**config.mk**
```make
export PLATFORM = sky130hd
export DESIGN_NAME = riscv_if_flat
export DESIGN_NICKNAME = d
export VERILOG_FILES = /design/src/rtl/riscv_if_if.sv /design/src/rtl/riscv_if.sv /design/src/flat_wrapper.sv
export SDC_FILE = /design/constraint.sdc
export NUM_CORES = 1
export LEC_CHECK = 0
export CAP_MARGIN = 20
export CORE_UTILIZATION = 57
export CTS_BUF_LIST = sky130_fd_sc_hd__clkbuf_4
export DETAILED_ROUTE_END_ITERATION = 10
export MAX_ROUTING_LAYER = met4
export PLACE_DENSITY = 0.88
export SYNTH_ARGS = -nofsm -noshare
export SYNTH_HDL_FRONTEND = slang
export SYNTH_SLANG_ARGS = --single-unit
```
**constraint.sdc**
```tcl
create_clock -name clk -period 10.1 [get_ports clk]
set_clock_uncertainty 0.05 [all_clocks]
set_input_delay 2.02 -clock clk [delete_from_list [all_inputs] [get_ports clk]]
set_output_delay 2.02 -clock clk [all_outputs]
set_load 0.01 [all_outputs]
```
**src/rtl/riscv_if_if.sv**
```systemverilog
// Instruction-memory bus between fetch (master) and imem (slave).
// Request: valid/ready/addr. Response: valid/data, in order, no backpressure.
interface riscv_if_if;
  logic        imem_req_valid;
  logic        imem_req_ready;
  logic [31:0] imem_req_addr;
  logic        imem_rsp_valid;
  logic [31:0] imem_rsp_data;

  modport master (
    output imem_req_valid,
    output imem_req_addr,
    input  imem_req_ready,
    input  imem_rsp_valid,
    input  imem_rsp_data
  );

  modport slave (
    input  imem_req_valid,
    input  imem_req_addr,
    output imem_req_ready,
    output imem_rsp_valid,
    output imem_rsp_data
  );
endinterface

```
**src/rtl/riscv_if.sv**
```systemverilog
// Fetch stage: PC, imem requests, response FIFO, redirect flush.
// Ports: clk, rst_n, fetch_en, imem (master), redirect_valid/pc,
//   id_ready, if_valid/pc/instr to decode, perf_fetch_cnt.
// Optional macro RISCV_IF_PERF_CNT_EN builds the delivered-instr counter.
module riscv_if #(
  parameter logic [31:0] RESET_PC   = 32'h0000_0000,
  parameter int          FIFO_DEPTH = 2
) (
  input  logic        clk,
  input  logic        rst_n,
  input  logic        fetch_en,
  riscv_if_if.master  imem,
  input  logic        redirect_valid,
  input  logic [31:0] redirect_pc,
  input  logic        id_ready,
  output logic        if_valid,
  output logic [31:0] if_pc,
  output logic [31:0] if_instr,
  output logic [31:0] perf_fetch_cnt
);

  localparam int AW = $clog2(FIFO_DEPTH);
  localparam int CW = AW + 1;
  localparam logic [CW:0] DEPTH_W = (CW+1)'(FIFO_DEPTH);

  typedef enum logic {IDLE, RUN} state_t;

  state_t          r_state;
  logic [31:0]     r_fetch_pc;
  logic [CW-1:0]   r_occ;
  logic [CW-1:0]   r_outst;
  logic [CW-1:0]   r_drop;
  logic [AW-1:0]   r_wr;
  logic [AW-1:0]   r_rd;
  logic [AW-1:0]   r_sq_wr;
  logic [AW-1:0]   r_sq_rd;
  logic [31:0]     r_fpc  [FIFO_DEPTH];
  logic [31:0]     r_fins [FIFO_DEPTH];
  logic [31:0]     r_spc  [FIFO_DEPTH];

  logic            w_pop;
  logic            w_rsp;
  logic            w_drop;
  logic            w_push;
  logic            w_req;
  logic            w_xfer;
  logic [CW-1:0]   w_occ_eff;
  logic [CW:0]     w_load;
  logic [31:0]     w_tgt;

  assign if_valid  = (r_occ != '0);
  assign w_pop     = if_valid && id_ready;
  assign w_rsp     = imem.imem_rsp_valid;
  assign w_drop    = (r_drop != '0);
  assign w_push    = w_rsp && !w_drop && !redirect_valid;
  assign w_tgt     = redirect_pc & ~32'h3;

  // A same-cycle pop frees its slot, which keeps
  // single-cycle memory at one instruction per cycle
  // while still never landing a response on a full FIFO.
  assign w_occ_eff = r_occ - CW'(w_pop);
  assign w_load    = {1'b0, w_occ_eff} + {1'b0, r_outst};
  assign w_req     = (r_state == RUN) && (w_load < DEPTH_W)
                     && !redirect_valid;
  assign w_xfer    = w_req && imem.imem_req_ready;

  assign imem.imem_req_valid = w_req;
  assign imem.imem_req_addr  = r_fetch_pc;

  assign if_pc    = if_valid ? r_fpc[r_rd]  : 32'h0;
  assign if_instr = if_valid ? r_fins[r_rd] : 32'h0;

  always_ff @(posedge clk or negedge rst_n) begin
    if (!rst_n) begin
      r_state <= IDLE;
    end else begin
      unique case (r_state)
        IDLE: if (fetch_en)  r_state <= RUN;
        RUN:  if (!fetch_en) r_state <= IDLE;
      endcase
    end
  end

  always_ff @(posedge clk or negedge rst_n) begin
    if (!rst_n) begin
      r_fetch_pc <= RESET_PC;
    end else if (redirect_valid) begin
      r_fetch_pc <= w_tgt;
    end else if (w_xfer) begin
      r_fetch_pc <= r_fetch_pc + 32'd4;
    end
  end

  // Outstanding count and PC shadow run independent of
  // redirects: dropped responses still consume their slot.
  always_ff @(posedge clk or negedge rst_n) begin
    if (!rst_n) begin
      r_outst <= '0;
      r_sq_wr <= '0;
      r_sq_rd <= '0;
    end else begin
      r_outst <= r_outst + CW'(w_xfer) - CW'(w_rsp);
      if (w_xfer) r_sq_wr <= r_sq_wr + AW'(1);
      if (w_rsp)  r_sq_rd <= r_sq_rd + AW'(1);
    end
  end

  always_ff @(posedge clk) begin
    if (w_xfer) r_spc[r_sq_wr] <= r_fetch_pc;
    if (w_push) begin
      r_fpc[r_wr]  <= r_spc[r_sq_rd];
      r_fins[r_wr] <= imem.imem_rsp_data;
    end
  end

  // On redirect every in-flight response is stale; one
  // arriving right now is discarded by the flush itself.
  always_ff @(posedge clk or negedge rst_n) begin
    if (!rst_n) begin
      r_drop <= '0;
    end else if (redirect_valid) begin
      if (w_rsp && r_outst != '0)
        r_drop <= r_outst - CW'(1);
      else
        r_drop <= r_outst;
    end else if (w_rsp && w_drop) begin
      r_drop <= r_drop - CW'(1);
    end
  end

  always_ff @(posedge clk or negedge rst_n) begin
    if (!rst_n) begin
      r_occ <= '0;
      r_wr  <= '0;
      r_rd  <= '0;
    end else if (redirect_valid) begin
      r_occ <= '0;
      r_wr  <= '0;
      r_rd  <= '0;
    end else begin
      r_occ <= r_occ + CW'(w_push) - CW'(w_pop);
      if (w_push) r_wr <= r_wr + AW'(1);
      if (w_pop)  r_rd <= r_rd + AW'(1);
    end
  end

`ifdef RISCV_IF_PERF_CNT_EN
  logic [31:0] r_perf;

  always_ff @(posedge clk or negedge rst_n) begin
    if (!rst_n) r_perf <= 32'h0;
    else if (w_pop) r_perf <= r_perf + 32'd1;
  end

  assign perf_fetch_cnt = r_perf;
`else
  assign perf_fetch_cnt = 32'h0;
`endif

endmodule

```
**src/flat_wrapper.sv**
```systemverilog
// flat-port wrapper written by rule: the top's interface ports become plain ports
module riscv_if_flat 
#(
  parameter logic [31:0] RESET_PC   = 32'h0000_0000,
  parameter int          FIFO_DEPTH = 2
)
  (clk, rst_n, fetch_en, redirect_valid, redirect_pc, id_ready, if_valid, if_pc, if_instr, perf_fetch_cnt, imem_imem_req_valid, imem_imem_req_addr, imem_imem_req_ready, imem_imem_rsp_valid, imem_imem_rsp_data);
  riscv_if_if imem_i ();
  input  logic clk;
  input  logic rst_n;
  input  logic fetch_en;
  input  logic redirect_valid;
  input  logic [31:0] redirect_pc;
  input  logic id_ready;
  output logic if_valid;
  output logic [31:0] if_pc;
  output logic [31:0] if_instr;
  output logic [31:0] perf_fetch_cnt;
  output wire logic [$bits(imem_i.imem_req_valid)-1:0] imem_imem_req_valid;
  output wire logic [$bits(imem_i.imem_req_addr)-1:0] imem_imem_req_addr;
  input wire logic [$bits(imem_i.imem_req_ready)-1:0] imem_imem_req_ready;
  input wire logic [$bits(imem_i.imem_rsp_valid)-1:0] imem_imem_rsp_valid;
  input wire logic [$bits(imem_i.imem_rsp_data)-1:0] imem_imem_rsp_data;
  assign imem_imem_req_valid = imem_i.imem_req_valid;
  assign imem_imem_req_addr = imem_i.imem_req_addr;
  assign imem_i.imem_req_ready = imem_imem_req_ready;
  assign imem_i.imem_rsp_valid = imem_imem_rsp_valid;
  assign imem_i.imem_rsp_data = imem_imem_rsp_data;
  riscv_if #(.RESET_PC(RESET_PC), .FIFO_DEPTH(FIFO_DEPTH)) u_core (.clk(clk), .rst_n(rst_n), .fetch_en(fetch_en), .imem(imem_i), .redirect_valid(redirect_valid), .redirect_pc(redirect_pc), .id_ready(id_ready), .if_valid(if_valid), .if_pc(if_pc), .if_instr(if_instr), .perf_fetch_cnt(perf_fetch_cnt));
endmodule
```
==> out/qor.yml <==
status:
  status: "finished clean"
logic_synthesis:
  synth_ff_type: "edfxtp_1"
  yosysWarnings: 0
  netlist_instances: 671
  synth-edff-count: 184
  ys_seq_elements: 225
  avgSynthCellArea_um2: 14.2
  synthArstFlopShare: 0.182
  yosysSeqAreaShare: 0.688
  netlist_area_um2: 9520
  ys_types: 44
placement:
  hpwlAfterDp_mm: 12.3
  gp_congestion: 0.868
  portBuffers: 162
finish:
  seqCellArea_um2: 6560
  layout-drive-gt1-share: 0.144
  layout_commonest_cell: "edfxtp_1"
  fin_util: 0.736
  final_net_count: 943
  fillCellCount: 980
  final_cell_mix: "edfxtp_1 (184), clkdlybuf4s50_1 (161), nor2_1 (81)"
  multi_input_area_um2: 2660
  area_growth_pct: 24.6
power_and_ir_drop:
  power_density_nw_per_um2: 187
  p_int_mw: 1.64
  swShare: 0.259
  switching_power_mw: 0.573
  power.share.clock: 0.305
  ir_worst_vdd_uv: 100
  seqPwrFrac: 0.528
  power_leakage_nw: 4.07
  power_frac_comb: 0.167
  power_mw: 2.21
worst_hold_path:
  hp-start: "u_core.r_outst[1]"
  hold_depth: 1
  holdPathEnd: "u_core.r_outst[1]"
  worst_hold_path_type: "reg -> reg"
cts:
  post_cts_buffers: 0
  cts_buffer_depth: 3
  htreeDepth: 2
  cts_root_buffer: "clkbuf_4"
  path_clk_slew_ps: 80
  cts_hold_buf: 0
  cts_tree: "done"
  clk_latency_ps: 660
  cts_inserted_buffers: 54
  post_cts_resized: 0
  cts_num_sinks: 225
critical_path:
  critPathRequiredTime_ps: 8030
  r2r_slack_ps: 6820
  regToRegEndpoint: "u_core.imem.imem_req_addr[29]"
  critPathMaxFanout: 4
  cp.arrival_ps: 4400
  r2r.worst_path.cells: 7
  start_kind: "input port"
  path_cells: "clkdlybuf4s50_1 > nand2_1 > mux2i_1 > nand2_1 > fa_1 > and3b_1 > and2_1 > clkdlybuf4s50_1"
  r2r_start: "u_core.r_occ[0]"
  cpLargestDelayFamily: "buffers and inverters"
  slowest_stage: "clkdlybuf4s50_1"
  setup.worst_path.end_class: "primary output"
  max_stage_delay_ps: 550
  worst-path-buf-inv: 2
  path_class: "in -> out"
grt:
  grt_usage: 0.233
  grt_pass1_vias: 6031
  grt_max_degree: 64
  gr-total-overflow: 0
  grt_pass1_wl_mm: 30.5
  antenna_found_initial: 1
drt:
  wirelength_mm: 19.4
  dr.pass1.iters: 6
  via_count: 6059
  drc: 0
  routed_via_density: 5.44
  drt_iter0_markers: 529
  drtAntennaViolNets: 0
  wl_per_cell_um: 17.4
die:
  fp.dieH_um: 131
  num_rows: 46
  die_w_um: 131
  core_area_um2: 16100
  start_util: 0.591
  die_area_um2: 17200
  io_pins: 201
sta:
  rsz0062_at_grt: "no"
  period_share: 0.641
  final-setup-viol-count: 0
  hold_viol_final: 0
  finalMaxSlewViolations: 0
  slew_headroom: 0.387
  fin_setup_tns_ps: 0
  worst_pin_slew_ps: 920
  max_freq_ghz: 0.155
  period_needed_ps: 6470
job:
  drv_cap: 0
[worst max path at each step]
stage | from | end | slack (ps) | cells past startpoint
4_1_cts | id_ready | imem_imem_req_valid | 3660 | 7
3_3_place_gp | id_ready | imem_imem_req_valid | 3730 | 7
3_5_place_dp | id_ready | imem_imem_req_valid | 3670 | 7
2_1_floorplan | redirect_valid | u_core.r_fins[0][0] | 2830 | 3
5_1_grt | id_ready | imem_imem_req_valid | 3520 | 7
6_report | id_ready | imem_imem_req_valid | 3630 | 8
[cells in the mapped netlist (all sizes together), types with 2 or more instances]
cell	number	area share
edfxtp	184	0.58
nor2	83	0.033
mux2i	64	0.067
buf	48	0.035
dfrtp	41	0.11
nand2	40	0.016
mux2	30	0.035
clkbuf	19	0.0075
o21ai	18	0.0095
or4	18	0.015
inv	14	0.0055
xnor2	14	0.013
a31oi	11	0.0072
nand3	10	0.0053
o31ai	10	0.0079
nand4	8	0.0066
or3	7	0.0046
ha	6	0.0079
nor3	6	0.0032
nor4	6	0.0039
xor2	6	0.0055
and2	4	0.0028
o311ai	4	0.0037
a21oi	2	0.0011
and4	2	0.0018
nand2b	2	0.0013
nor2b	2	0.0013
o211ai	2	0.0016
o41a	2	0.0024
[per-stage QoR]
step,area [µm²],worst slack (ps),std cells,hold WS (ps)
4_1_cts,11800,3660,1111,460
5_1_grt,11900,3520,1113,486
3_3_place_gp,11200,3730,1024,440
6_report,11900,3630,1113,459
2_1_floorplan,9650,2830,706,410
3_5_place_dp,11200,3670,1024,446
[power by group through the flow]
stage,sequential [mW],clock (mW),combinational [mW]
floorplan,1.17,0,0.237
global placement,1.18,0,0.346
detailed placement,1.19,0,0.363
CTS,1.17,0.698,0.366
global route,1.17,0.741,0.402
finish,1.17,0.675,0.370
[kinds of logic after synthesis]
kind of cell               Yosys count  synth area share
AOI/OAI and AO/OA                   51            0.0348
xor gates and xnor gates            20            0.0184
adders and majority gates            7           0.00999
buffers and inverters               81            0.0480
DFF                                225             0.688
muxes                               94             0.103
other                                1          0.000394
and+or+nand+nor                    192            0.0972
[state kept, by name (all words and copies together), names as in the netlist]
signal,count
u_core.r_rd,1
u_core.r_state,1
u_core.r_occ,2
u_core.r_fpc,60
u_core.r_sq_rd,1
u_core.r_wr,1
u_core.r_outst,2
u_core.r_sq_wr,1
u_core.r_fins,64
u_core.r_drop,2
u_core.imem.imem_req_addr,30
u_core.r_spc,60
[worst register-to-register path: cells and delay by family (launching register included)]
| family | cells | cell delay [ps] |
|---|---|---|
| and+or+nand+nor | 4 | 1670 |
| adders and majority gates | 1 | 540 |
| DFF | 1 | 430 |
| muxes | 1 | 290 |
| AOI/OAI and AO/OA | 1 | 200 |
[layout make-up]
| class | count | area share |
|---|---|---|
| sequential | 225 | 0.553 |
| multi-input combinational | 400 | 0.224 |
| timing repair buffer | 170 | 0.143 |
| clock buffer | 78 | 0.0494 |
| tap | 216 | 0.0228 |
| inverter | 14 | 0.00443 |
| clock inverter | 9 | 0.00296 |
| antenna | 1 | 0.000211 |
[layer usage]
layer  wire, µm  vias to the layer above  global-route usage
met5          0                        -                   -
li1           -                     2825                   -
met1       7540                     2881               0.271
met3       1380                       47              0.0343
met4        569                        0               0.112
met2       9900                      306               0.398
(Power assumes the default switching activity.)
